<file path="config.mk">
export PLATFORM = sky130hd
export DESIGN_NAME = emotion_update_scheduler
export DESIGN_NICKNAME = d
export VERILOG_FILES = /design/src/rtl/emotion_update_scheduler.sv
export SDC_FILE = /design/constraint.sdc
export NUM_CORES = 1
export LEC_CHECK = 0
export CAP_MARGIN = 25
export CORE_UTILIZATION = 30
export CTS_BUF_LIST = sky130_fd_sc_hd__clkbuf_16
export DETAILED_ROUTE_END_ITERATION = 8
export HOLD_SLACK_MARGIN = 0.15
export PLACE_DENSITY = 0.59
export SYNTH_ARGS = -nofsm -noshare
export SYNTH_HDL_FRONTEND = slang
export SYNTH_SLANG_ARGS = --single-unit
</file>
<file path="constraint.sdc">
create_clock -name clk -period 3.9 [get_ports clk]
set_input_delay 0.39 -clock clk [delete_from_list [all_inputs] [get_ports clk]]
set_output_delay 0.39 -clock clk [all_outputs]
set_load 0.05 [all_outputs]
</file>
<file path="src/rtl/emotion_update_scheduler.sv">
// Tick-paced round-robin scheduler that applies +/-1 updates to one shared, saturating level register.
// Optional feature: define LEVEL_DECAY_EN so that a tick with no requests decays the level by one.
module emotion_update_scheduler #(
    parameter int                 WIDTH       = 8,
    parameter int                 TICK_DIV    = 16,
    parameter logic [WIDTH-1:0]   RESET_LEVEL = WIDTH'(8'h80)
) (
    input  logic             clk,
    input  logic             rst,
    input  logic [3:0]       req,
    input  logic [3:0]       dir,
    output logic [3:0]       grant,
    output logic [WIDTH-1:0] level,
    output logic [1:0]       indicator,
    output logic             sat
);

    localparam logic [7:0] TICK_LAST = 8'(TICK_DIV - 1);

    typedef enum logic {IDLE, APPLY} state_t;

    state_t           state_q, state_d;
    logic [7:0]       cnt_q, cnt_d;
    logic [1:0]       ptr_q, ptr_d;
    logic [1:0]       win_q, win_d;
    logic             dir_q, dir_d;
    logic             decay_q, decay_d;
    logic [WIDTH-1:0] level_q, level_d;

    logic             tick;
    logic             rr_hit;
    logic [1:0]       rr_idx;
    logic [1:0]       cand;
    logic [WIDTH:0]   step_res;

    // Returns {clipped, next_level} for a single +/-1 step that saturates at both ends.
    function automatic logic [WIDTH:0] sat_step(input logic [WIDTH-1:0] lvl, input logic up);
        if (up) begin
            if (&lvl) return {1'b1, lvl};
            return {1'b0, lvl + WIDTH'(1)};
        end
        if (lvl == '0) return {1'b1, lvl};
        return {1'b0, lvl - WIDTH'(1)};
    endfunction

    assign tick = (cnt_q == TICK_LAST);

    always_comb begin
        rr_hit = 1'b0;
        rr_idx = ptr_q;
        cand   = ptr_q;
        for (int k = 1; k <= 4; k++) begin
            cand = ptr_q + 2'(k);
            if (!rr_hit && req[cand]) begin
                rr_hit = 1'b1;
                rr_idx = cand;
            end
        end
    end

    always_comb begin
        state_d  = state_q;
        cnt_d    = tick ? 8'd0 : cnt_q + 8'd1;
        ptr_d    = ptr_q;
        win_d    = win_q;
        dir_d    = dir_q;
        decay_d  = decay_q;
        level_d  = level_q;
        grant    = 4'b0000;
        sat      = 1'b0;
        step_res = sat_step(level_q, dir_q);
        case (state_q)
            IDLE: begin
                if (tick) begin
                    if (rr_hit) begin
                        win_d   = rr_idx;
                        dir_d   = dir[rr_idx];
                        decay_d = 1'b0;
                        state_d = APPLY;
                    end else begin
`ifdef LEVEL_DECAY_EN
                        decay_d = 1'b1;
                        state_d = APPLY;
`else
                        decay_d = 1'b0;
`endif
                    end
                end
            end
            APPLY: begin
                state_d = IDLE;
                if (decay_q) begin
                    // Decay is silent: no grant, no clip flag, arbitration pointer untouched.
                    level_d = (level_q == '0) ? level_q : level_q - WIDTH'(1);
                end else begin
                    level_d     = step_res[WIDTH-1:0];
                    grant[win_q] = 1'b1;
                    sat         = step_res[WIDTH];
                    ptr_d       = win_q;
                end
            end
            default: state_d = IDLE;
        endcase
        // Reset landing on the APPLY cycle must suppress the acknowledge as well as the update.
        if (rst) begin
            grant = 4'b0000;
            sat   = 1'b0;
        end
    end

    always_ff @(posedge clk) begin
        if (rst) begin
            state_q <= IDLE;
            cnt_q   <= 8'd0;
            ptr_q   <= 2'd3;
            decay_q <= 1'b0;
            level_q <= RESET_LEVEL;
        end else begin
            state_q <= state_d;
            cnt_q   <= cnt_d;
            ptr_q   <= ptr_d;
            decay_q <= decay_d;
            level_q <= level_d;
        end
    end

    always_ff @(posedge clk) begin
        win_q <= win_d;
        dir_q <= dir_d;
    end

    assign level     = level_q;
    assign indicator = level_q[WIDTH-1 -: 2];

endmodule
</file>
==> results by stage, run 1 <==
Clock network:
- The clock-pin transition on the worst setup and hold timing paths is 0.06 ns.
- TritonCTS built the clock tree.
- CTS placed an instance of sky130_fd_sc_hd__clkbuf_16 at the clock tree root.
- In this run, post-CTS repair resized a total of 0 instances.
- For this design, the sink count on the clock tree is 22.
- In this run the number of H-tree levels came out at 1.
- The total setup buffers inserted after CTS is 0.
- The later pin in the worst-skew pair is clocked with a latency of approximately 0.25 ns.
- The maximum count of clock buffers along a single path is 2.
- Counting the buffers created by CTS gives 3.
- For this design, the CTS-stage hold fixing added 0 buffers.

Finish:
- After routing the design area is 0.00168 mm2.
- After the last flow step, the layout net total stands at 191.
- The area growth from synthesis to layout is 23.4%.
- The number of diodes is 0.
- Of the cells placed in the final design, the portion with a size suffix greater than 1 is 0.0678.
- The count of cells in the finished layout, fillers not included, comes to approximately 230.
- The fraction of the core area covered by cells at the end of the flow is 0.386.

Global route:
- The number of antenna violations at the first check in global routing came to 0.
- Summed over all layers, the global routing overflow is 0.
- The aggregate global-route resource usage is 0.124.
- The number of global-route vias before repair is between 1000 and 1500.
- The global-route wire length before repair is 4980 um.
- The pin count of the biggest net entering global routing is 17.

STA:
- The hold violation total from the final report is 0.
- Setup violations remaining at the end of the flow were counted as 0.
- The setup TNS is 0 ns.
- The actual slew at the worst max-slew pin is ~0.51 ns.
- The maximum clock skew at final layout is 0.00182 ns.
- The routed design could run at a clock period as short as 3.04 ns.
- The slack of the critical path is 0.855 ns.
- The count of pins over their slew limit is 0.
- Of the available clock period, the critical path in the final layout requires 0.781.
- The maximum clock rate is roughly 0.33 GHz.
- The remaining max-slew budget at the tightest pin is 0.661.
- Setup repair after global routing left no endpoint under its margin.

Detailed routing:
- The first TritonRoute pass finished after 4 iterations.
- Using the TritonRoute via totals, the vias-per-cell ratio works out to between 5 and 6.
- The violation count after the first detailed-route iteration is 62.
- In the routed design, unresolved DRC markers number 0.
- The count of nets left with antenna violations once routing finished came out at 0.
- After detailed routing, the total wire length is about 2800 um.
- The total number of vias is about 1200.
- The routed length per placed instance is 12.4 um.

Worst setup path:
- The worst setup path is captured at an output pin.
- The nature of the critical path startpoint is a register.
- For the worst setup path, the data required time is 3.51 ns.
- The critical setup path kind is register to output pin.
- The peak fanout along the critical path is 9.
- The data arrival time at the worst-slack endpoint is 2.65 ns.

Floorplan:
- The overall die width is slightly below 70 um.
- The starting density of the core is 0.313.
- The die area is 0.00482 mm2.
- The initialized floorplan defines 24 standard-cell rows.
- The height of the die is 69.4 um.
- The placeable core area is approximately 0.0044 mm2.
- The count of boundary I/O pins is 25.

Placed design:
- Timing analysis after detailed placement gives a worst setup slack of 1.14 ns.
- Summing all placed instances gives a cell area of 0.00160 mm2.
- The weighted congestion reported at the end of routability-driven placement is 0.787.
- The post-placement cell count is roughly 230.
- Buffers placed on the I/O ports in this run total 24.
- Detailed placement finished with a half-perimeter wire length of 2050 um.

Synth:
- The count of different cell masters after synthesis is 46.
- The average instance in the mapped netlist occupies about 8.5 um2.
- The part of the Yosys area used for sequential elements is 0.345.
- The net count after synthesis is between 150 and 200.
- The post-synthesis sequential element count is 22.
- The total standard cell area after synthesis is 0.00136 mm2.
- In the post-synthesis netlist, the biggest area contributors are sky130_fd_sc_hd__dfxtp_1 28%, sky130_fd_sc_hd__edfxtp_1 6.6%, sky130_fd_sc_hd__mux2i_1 4.4%.
- Of the post-synthesis cell area, the dominant cell type holds 0.279.
- The cell type with the largest total area after synthesis is sky130_fd_sc_hd__dfxtp_1.
- During synthesis, Yosys emitted a total of 0 warnings.
- The cell count after synthesis came out at 160.

Power:
- The leakage power is around 0.62 nW.
- The power density over the cells is roughly 280 mW/mm2.
- The worst ir drop on vdd is 207 uV.

Status:
- The run finished with clean final reports.

Worst hold path:
- The min-delay analysis places its worst path in the category register to register.

Job:
- Max-cap violations in this run came to 0.
-- power by group --
group | internal [mW] | total [mW] | switching (mW) | leakage [nW]
registers | 0.232 | 0.234 | 0.00185 | 0.181
clock network | 0.137 | 0.215 | 0.0784 | 0.0385
logic | 0.0146 | 0.0264 | 0.0118 | 0.401
total | 0.384 | 0.476 | 0.0921 | 0.620
-- final timing paths --
path                   end  slack, ns     start  cells after the start
setup reg to reg  level[3]       1.79  level[0]                      7
setup / recovery       sat       0.86  level[6]                      5
hold reg to reg   cnt_q[0]       0.45  cnt_q[0]                      1
hold / removal    cnt_q[0]       0.45  cnt_q[0]                      1
-- sequential cells by signal, indices dropped and copies added (netlist names) --
register	flops
state_q	1
dir_q	1
level	8
win_q	2
ptr_q	2
cnt_q	8
-- cells in the final DEF, fill, tap and decap left out, types with 2 or more instances in the layout --
cell                              count
sky130_fd_sc_hd__and3_1               6
sky130_fd_sc_hd__o21ai_0              4
sky130_fd_sc_hd__nor2b_1              2
sky130_fd_sc_hd__xor2_1               4
sky130_fd_sc_hd__clkdlybuf4s50_1     24
sky130_fd_sc_hd__a21oi_1              8
sky130_fd_sc_hd__nor3_1               6
sky130_fd_sc_hd__ha_1                 3
sky130_fd_sc_hd__mux2i_1              6
sky130_fd_sc_hd__nor4b_1              2
sky130_fd_sc_hd__edfxtp_1             3
sky130_fd_sc_hd__nor3b_1              2
sky130_fd_sc_hd__clkbuf_16            3
sky130_fd_sc_hd__xnor2_1              4
sky130_fd_sc_hd__inv_1                6
sky130_fd_sc_hd__nand2b_1             2
sky130_fd_sc_hd__nand3_1             10
sky130_fd_sc_hd__nor4_1               4
sky130_fd_sc_hd__nand4_1              3
sky130_fd_sc_hd__a221o_1              2
sky130_fd_sc_hd__dfxtp_1             19
sky130_fd_sc_hd__o31ai_1              2
sky130_fd_sc_hd__nand2_1             15
sky130_fd_sc_hd__nor2_1              16
-- through the flow --
stage	hold slack, ns	total power [mW]
after floorplan	0.413	0.251
after global placement	0.432	0.266
after detailed placement	0.441	0.266
after CTS	0.450	0.481
after global routing	0.488	0.493
final	0.446	0.476
-- Yosys cell counts, drive strengths merged --
library cell / instances
a21oi: 8
a221o: 2
a22oi: 1
a311o: 1
a311oi: 1
a31o: 1
a31oi: 1
and3: 7
buf: 9
clkbuf: 3
dfxtp: 19
edfxtp: 3
ha: 3
inv: 6
mux2: 1
mux2i: 6
nand2: 15
nand2b: 2
nand3: 10
nand4: 3
nor2: 16
nor2b: 2
nor3: 6
nor3b: 2
nor4: 6
nor4b: 3
nor4bb: 1
o2111ai: 1
o211ai: 1
o21a: 1
o21ai: 5
o311ai: 1
o31ai: 2
o32ai: 1
or2: 1
or4: 1
xnor2: 4
xor2: 4
-- cell families after synthesis --
logic type / count (synthesis) / share of synthesized area
multiplexers: 7 / 0.0523
buffers and inverters: 18 / 0.0697
AND/OR/NAND/NOR: 75 / 0.307
adder cells (fa/ha/maj): 3 / 0.0275
XOR/XNOR: 8 / 0.0514
flip-flops: 22 / 0.345
AO/OA/AOI/OAI: 27 / 0.147
-- metal layers --
layer  wire length, um  up-vias  GRT usage
li1                  -      613          -
met1              1410      554      0.170
met2              1360       22      0.196
met3                76        0     0.0262
met4                 0        0     0.0340
met5                 0        -          0
-- final cells by class --
class                           instances  area (um2)
Fill cell                             444        2670
Multi-Input combinational cell        120         798
Tap cell                               52        65.1
Timing Repair Buffer                   25         248
Sequential cell                        22         470
Clock inverter                          1        3.75
Inverter                                6        22.5
Clock buffer                            3        75.1
-- worst max-delay path, cell delays in order (launching register included) --
cell	delay [ns]
sky130_fd_sc_hd__dfxtp_1	0.42
sky130_fd_sc_hd__nor4_2	0.39
sky130_fd_sc_hd__and3_1	0.31
sky130_fd_sc_hd__nor2_1	0.11
sky130_fd_sc_hd__nor4b_1	0.32
sky130_fd_sc_hd__clkdlybuf4s50_1	0.86
Note: power is estimated with default switching activity, not from simulation.
==> inputs of run 2 (changes only) <==
PLACE_DENSITY = 0.6   (was 0.59)
clock period = 2.45 ns   (was 3.9 ns; I/O delays follow)
==> run 2 against run 1 <==
- combinational power increased by 64%
- non-clock buffer count increased by 2
- flip-flop and latch count unchanged
- die area unchanged
- clock power increased by 110%
- first-iteration DRC count increased by 110%
- final cell count increased by 0.87%
- clock skew increased by 0.0027 ns
- critical path depth unchanged
- global-route usage increased by 0.64 points
- worst hold slack improved by 0.0013 ns
- core utilization increased by 2.6 points
- largest power group is now the clock network
- highest routed layer is now met4
==> results by stage, run 2 (synthesis gave the netlist of run 1 again) <==
Finish:
- The library cells used most frequently in the layout, excluding fill and tap cells, are 19 x sky130_fd_sc_hd__dfxtp_1, 19 x sky130_fd_sc_hd__clkdlybuf4s50_1, 16 x sky130_fd_sc_hd__nor2_1.
- The number of nets in the final layout is 193 (+1.0%).
- The fraction of final layout cells sized beyond drive strength 1 is 0.123 (+0.0551).
- The fraction of the core area covered by cells at the end of the flow is 0.412 (+0.0259).
- The number of diodes is 0 (unchanged).
- Compared with the post-synthesis result, the final layout area differs by 31.7%.

STA:
- The setup TNS is 0 ns (unchanged).
- Static timing analysis puts the maximum clock frequency at 0.440 GHz.
- The count of pins over their slew limit was 0 (unchanged).
- Setup repair after global routing left no endpoint under its margin.
- The clock period could shrink to 2.27 ns.
- The remaining max-slew budget at the tightest pin came to 0.654 (-0.00742).
- The actual slew at the worst max-slew pin is 0.519 ns (+0.0120 ns).
- In the finished design, the share of the clock period the worst path needs comes to 0.927.
- The hold violation total from the final report is 0 (unchanged).
- The number of setup violations in the final report is 0 (unchanged).
- The maximum clock skew at final layout was 0.00449 ns (+0.00266 ns).

Clock network:
- TritonCTS built the clock tree.
- The count of instances resized after the clock tree is built is 0 (unchanged).
- The maximum count of clock buffers along a single path came to 2 (unchanged).
- The clock-pin transition on the worst setup and hold timing paths is 0.06 ns (about the same).
- The clock buffer count from CTS was 3 (unchanged).
- The number of H-tree levels is 1 (unchanged).
- The quantity of hold-fixing buffers added after cts is 0 (unchanged).
- The clock latency on the worst-skew pair was 0.26 ns (about the same).
- The total clock sinks is 22 (unchanged).
- The CTS root buffer is sky130_fd_sc_hd__clkbuf_16.
- The total setup buffers inserted after CTS was 0 (unchanged).

Worst setup path:
- The type of destination of the critical path is an output pin.
- Traced cell by cell, the critical path runs through nor4_2 -> and3_1 -> nor2_1 -> nor4b_4 -> buf_12.
- The worst register-to-register path ends at level[3].
- The required time at the worst-slack endpoint came to 2.20 ns (-1.31 ns).
- The critical setup path kind is register to output pin.
- The worst setup slack for register-to-register paths was 0.42 ns (-1.37 ns).
- The launching point of the worst reg2reg path is level[0].
- The nature of the critical path startpoint is a register.
- The kind of cell with the highest combined delay along the critical path is simple AND/OR/NAND/NOR gates.
- The peak fanout along the critical path is 9 (unchanged).
- The number of logic stages on the critical path including buffering came to 5 (unchanged).
- The total buffers and inverters traversed by the critical path is 1 (unchanged).
- Among all stages on the critical path, the largest delay is contributed by sky130_fd_sc_hd__nor4_2.
- The cell depth of the worst flop-to-flop path came to 7 (unchanged).
- The data arrival time at the worst-slack endpoint is 2.03 ns (-0.62 ns).
- The delay of the slowest cell on the worst path is 0.42 ns (-0.44 ns).

Worst hold path:
- The worst hold path terminates at cnt_q[0].
- The number of cells on the worst hold path came to 1 (unchanged).
- The launch point of the worst hold path is cnt_q[0].
- The path class of the tightest hold or removal check is register to register.

Power:
- The leakage power is 0.668 nW (+7.8%).
- The worst ir drop on vdd was 228 uV (+10%).
- The power density over the cells is 485 mW/mm2 (+72%).

Floorplan:
- The placeable core area is 0.00435 mm2 (unchanged).
- The floorplan row count came to 24 (unchanged).
- The die area is 0.00482 mm2 (unchanged).
- The height of the die came to 69.4 um (unchanged).
- The count of boundary I/O pins is 25 (unchanged).
- The overall die width is 69.4 um (unchanged).
- The starting density of the core is 0.313 (unchanged).

Detailed routing:
- The antenna violation net count after detailed routing was 0 (unchanged).
- The via density per instance is 5.33 (+2.7%).
- The final wirelength is 2960 um (+3.9%).
- The first-pass detailed-route iteration total is 4 (unchanged).
- The detailed-route DRC error count was 0 (unchanged).
- The total number of vias was 1232 (+3.6%).
- The routed length per placed instance is 12.8 um (+3.0%).
- The violation count after the first detailed-route iteration is 128 (+110%).

Placed design:
- The weighted congestion reported at the end of routability-driven placement is 0.800 (+1.7%).
- The quantity of I/O buffers inserted on ports is 24 (unchanged).
- The detailed-placement wirelength estimate came to 2140 um (+4.7%).

Job:
- The count of maximum capacitance violations came to 0 (unchanged).

Global route:
- The sum of overflow across all layers after global routing came to 0 (unchanged).
- The pin count of the biggest net entering global routing is 15 (-2).
- The aggregate global-route resource usage came to 0.130 (+0.00638).
- The number of global-route vias before repair came to 1095 (-2.1%).
- The number of antenna violations at the first check in global routing is 0 (unchanged).
- The global-route wire length before repair came to 5100 um (+2.4%).

Status:
- The run finished with clean final reports.
[run 2: cell types whose count changed in the layout (fill, tap and decap cells not counted), sizes merged]
cell           change
clkinv             -1
buf                +7
clkdlybuf4s50      -5
bufinv             +1
[run 2: layer usage]
metal | GRT usage | part of all wire
met3 | 0.0334 | 0.050
met2 | 0.209 | 0.47
met1 | 0.169 | 0.46
met4 | 0.0454 | 0.022
met5 | 0 | 0
[run 2: worst max path at each step]
| stage | from | to | slack (ns) |
|---|---|---|---|
| 3_3_place_gp | level[6] | sat | 0.45 |
| 4_1_cts | level[6] | sat | 0.14 |
| 3_5_place_dp | level[0] | level[3] | 0.44 |
| 6_report | level[6] | sat | 0.18 |
| 5_1_grt | level[6] | sat | 0.04 |
| 2_1_floorplan | state_q | grant[2] | 0.05 |
[run 2: power by group]
part	total, mW	internal [mW]	leakage, nW	switching (mW)
registers	0.373	0.370	0.181	0.00288
logic	0.0432	0.0233	0.436	0.0198
clock network	0.455	0.324	0.0511	0.130
[run 2: final cells by class]
class                   count  area, um2
clock buffers               3       75.1
clock inverters             1       30.0
fillers                   416       2560
inverters                   6       22.5
multi-input cells         120        820
flip-flops and latches     22        470
well taps                  52       65.1
repair buffers             27        313
[run 2: stage by stage]
stage | hold slack, ns | power, mW | area, um2 | instances | setup slack, ns
after detailed placement | 0.436 | 0.424 | 1690 | 227 | 0.436
final | 0.448 | 0.871 | 1800 | 231 | 0.179
after global placement | 0.425 | 0.424 | 1690 | 227 | 0.450
after global routing | 0.466 | 0.911 | 1800 | 231 | 0.0391
after floorplan | 0.365 | 0.400 | 1390 | 160 | 0.0532
after CTS | 0.450 | 0.884 | 1800 | 231 | 0.141
==> inputs of run 3 (changes only) <==
CTS_CLUSTER_SIZE = 30   (was unset)
SETUP_SLACK_MARGIN = 0.15   (was unset)
==> run 3 against run 2 <==
- clock skew decreased by 0.0032 ns
- final area decreased by 0.14%
- critical path depth unchanged
- via count decreased by 2.8%
- fmax increased by 5.3%
- critical endpoint unchanged
- count of clock-buffer cells in the layout unchanged
- final cell count increased by 0.43%
- highest routed layer unchanged
==> results by stage, run 3 (synthesis gave the netlist of run 1 again) <==
Status:
- The flow ran to the end, and the final reports show no timing, DRC or antenna violations.

Global route:
- The number of antenna violations at the first check in global routing is 0 (unchanged).
- The global-route wire length before repair is 4860 um (-4.6%).
- The sum of overflow across all layers after global routing came to 0 (unchanged).
- The pin count of the biggest net entering global routing was 17 (+2).
- The number of global-route vias before repair is 1068 (-2.5%).
- The aggregate global-route resource usage is 0.125 (-0.00530).

Clock network:
- The quantity of hold-fixing buffers added after cts came to 0 (unchanged).
- The clock latency on the worst-skew pair came to 0.25 ns (about the same).
- The count of instances resized after the clock tree is built is 0 (unchanged).
- The clock-pin transition on the worst setup and hold timing paths is 0.06 ns (about the same).
- The maximum count of clock buffers along a single path is 2 (unchanged).
- The clock buffer count from CTS is 3 (unchanged).
- The number of H-tree levels is 1 (unchanged).
- TritonCTS built the clock tree.
- The total clock sinks is 22 (unchanged).
- In this run the clock root is driven by a sky130_fd_sc_hd__clkbuf_16.
- The total setup buffers inserted after CTS was 0 (unchanged).

Worst setup path:
- The end of the worst register-to-register path is level[3].
- The cell with the biggest individual delay on the critical path is sky130_fd_sc_hd__dfxtp_1.
- The peak fanout along the critical path is 9 (unchanged).
- The setup path with the least slack is of type register to output pin.
- The signal on the critical path passes through nor4_4 -> and3_2 -> nor2_1 -> nor4b_4 -> buf_12.
- The required time at the worst-slack endpoint is 2.20 ns (about the same).
- The worst setup slack for register-to-register paths is 0.39 ns (-0.03 ns).
- The launching point of the worst reg2reg path is level[0].
- The data arrival time at the worst-slack endpoint came to 1.91 ns (-0.12 ns).
- STA classifies the critical path endpoint as an output pin.
- The nature of the critical path startpoint is a register.
- The cell depth of the worst flop-to-flop path is 7 (unchanged).
- The delay of the slowest cell on the worst path is 0.42 ns (about the same).

Power:
- The reported net switching power was 0.144 mW (-5.7%).
- The part of the power in the clock network came to 0.450 (-0.072).
- The leakage power was 0.661 nW (-1.0%).
- The part of the power in combinational logic is 0.056 (+0.006).
- The sequential power share came to 0.494 (+0.066).
- The power density over the cells came to 421 mW/mm2 (-13%).
- The cell-internal power is 0.611 mW (-15%).
- The worst ir drop on vdd is 219 uV (-3.7%).
- The switching part of the total power came to 0.191 (+0.0154).

Finish:
- In the layout the commonest cells are 19 x sky130_fd_sc_hd__dfxtp_1, 19 x sky130_fd_sc_hd__clkdlybuf4s50_1, 16 x sky130_fd_sc_hd__nor2_1.
- The number of diodes came to 0 (unchanged).
- The count of filler cells inserted in the layout is 428 (+2.9%).
- The fraction of final layout cells sized beyond drive strength 1 is 0.133 (+0.0104).
- The area of all placed cells without fillers is 0.00179 mm2 (-0.14%).
- The relative area change from synthesis to final layout is 31.5%.
- The number of nets in the final layout was 194 (+0.52%).

Detailed routing:
- The final wirelength is 2840 um (-4.1%).
- The first-pass detailed-route iteration total was 4 (unchanged).
- The detailed-route DRC error count came to 0 (unchanged).
- The via density per instance is 5.16 (-3.3%).
- The violation count after the first detailed-route iteration is 51 (-60%).
- The antenna violation net count after detailed routing is 0 (unchanged).
- The routed length per placed instance is 12.2 um (-4.5%).
- The total number of vias is 1197 (-2.8%).

STA:
- The actual slew at the worst max-slew pin is 0.513 ns (-0.00533 ns).
- The final cycle utilization of the critical path is 0.880 (-0.0465).
- The count of pins over their slew limit came to 0 (unchanged).
- The maximum clock rate was 0.464 GHz (+5.3%).
- The remaining max-slew budget at the tightest pin is 0.657 (+0.00356).
- Setup repair after global routing left no endpoint under its margin.
- The final-layout worst hold slack was 0.443 ns (-0.00490 ns).
- The maximum clock skew at final layout is 0.00126 ns (-0.00323 ns).
- The hold violation total from the final report came to 0 (unchanged).
- The setup TNS is 0 ns (unchanged).
- The time the final worst path needs with I/O delays and setup is 2.16 ns (-0.114 ns).
- The number of setup violations in the final report came to 0 (unchanged).

Worst hold path:
- In this run the most critical hold path is launched from cnt_q[0].
- The number of cells on the worst hold path was 1 (unchanged).
- The worst hold path belongs to the class register to register.
- For hold timing, the worst endpoint is cnt_q[0].

Floorplan:
- The starting density of the core was 0.313 (unchanged).
- The overall die width is 69.4 um (unchanged).
- The count of boundary I/O pins came to 25 (unchanged).
- The die area was 0.00482 mm2 (unchanged).
- The floorplan row count is 24 (unchanged).
- The placeable core area is 0.00435 mm2 (unchanged).
- The height of the die is 69.4 um (unchanged).

Placed design:
- The quantity of I/O buffers inserted on ports is 24 (unchanged).
- The weighted congestion reported at the end of routability-driven placement came to 0.819 (+2.4%).
- The cell area reported after detailed placement is 0.00170 mm2 (+0.81%).
- The detailed-placement wirelength estimate is 2030 um (-5.1%).

Job:
- The count of maximum capacitance violations is 0 (unchanged).
## run 3: critical path: cells and delay by family, from the launching register on
kind	cells	cell delay (ns)
buffers and inverters	1	0.18
flip-flops	1	0.42
AND/OR/NAND/NOR	4	1.06
## run 3: cell type report
cell class,instances,area (um2),area share
flip-flops and latches,22,470,0.262
inverters,6,22.5,0.0126
clock inverters,1,3.75,0.00209
multi-input cells,120,836,0.466
repair buffers,28,320,0.179
clock buffers,3,75.1,0.0419
well taps,52,65.1,0.0363
## run 3: per-stage QoR
step	cells	utilization	power [mW]	setup WS [ns]
detailed placement	228	0.391	0.424	0.414
floorplan	160	-	0.400	0.168
CTS	232	0.409	0.767	0.198
global placement	228	0.391	0.424	0.455
finish	232	0.412	0.755	0.293
global route	232	0.412	0.792	0.194
## run 3: power by group through the flow
stage	clock [mW]	sequential, mW	combinational (mW)
after floorplan	0	0.380	0.0198
after global placement	0	0.381	0.0426
after detailed placement	0	0.381	0.0430
after CTS	0.351	0.373	0.0430
after global routing	0.370	0.373	0.0480
final	0.340	0.373	0.0425
## run 3: layer usage
metal,global-route usage,wire length (um)
met2,0.201,1330
met3,0.0305,108
met4,0.0476,27
met5,0,0
met1,0.161,1370
## run 3: how the worst max path moves through the flow
stage / from / to / slack, ns / depth (start not counted)
finish: level[6] / sat / 0.29 / 5
detailed placement: level[0] / level[3] / 0.41 / 7
floorplan: level[7] / sat / 0.17 / 5
global placement: level[6] / sat / 0.46 / 5
global route: level[6] / sat / 0.19 / 5
CTS: level[6] / sat / 0.20 / 5
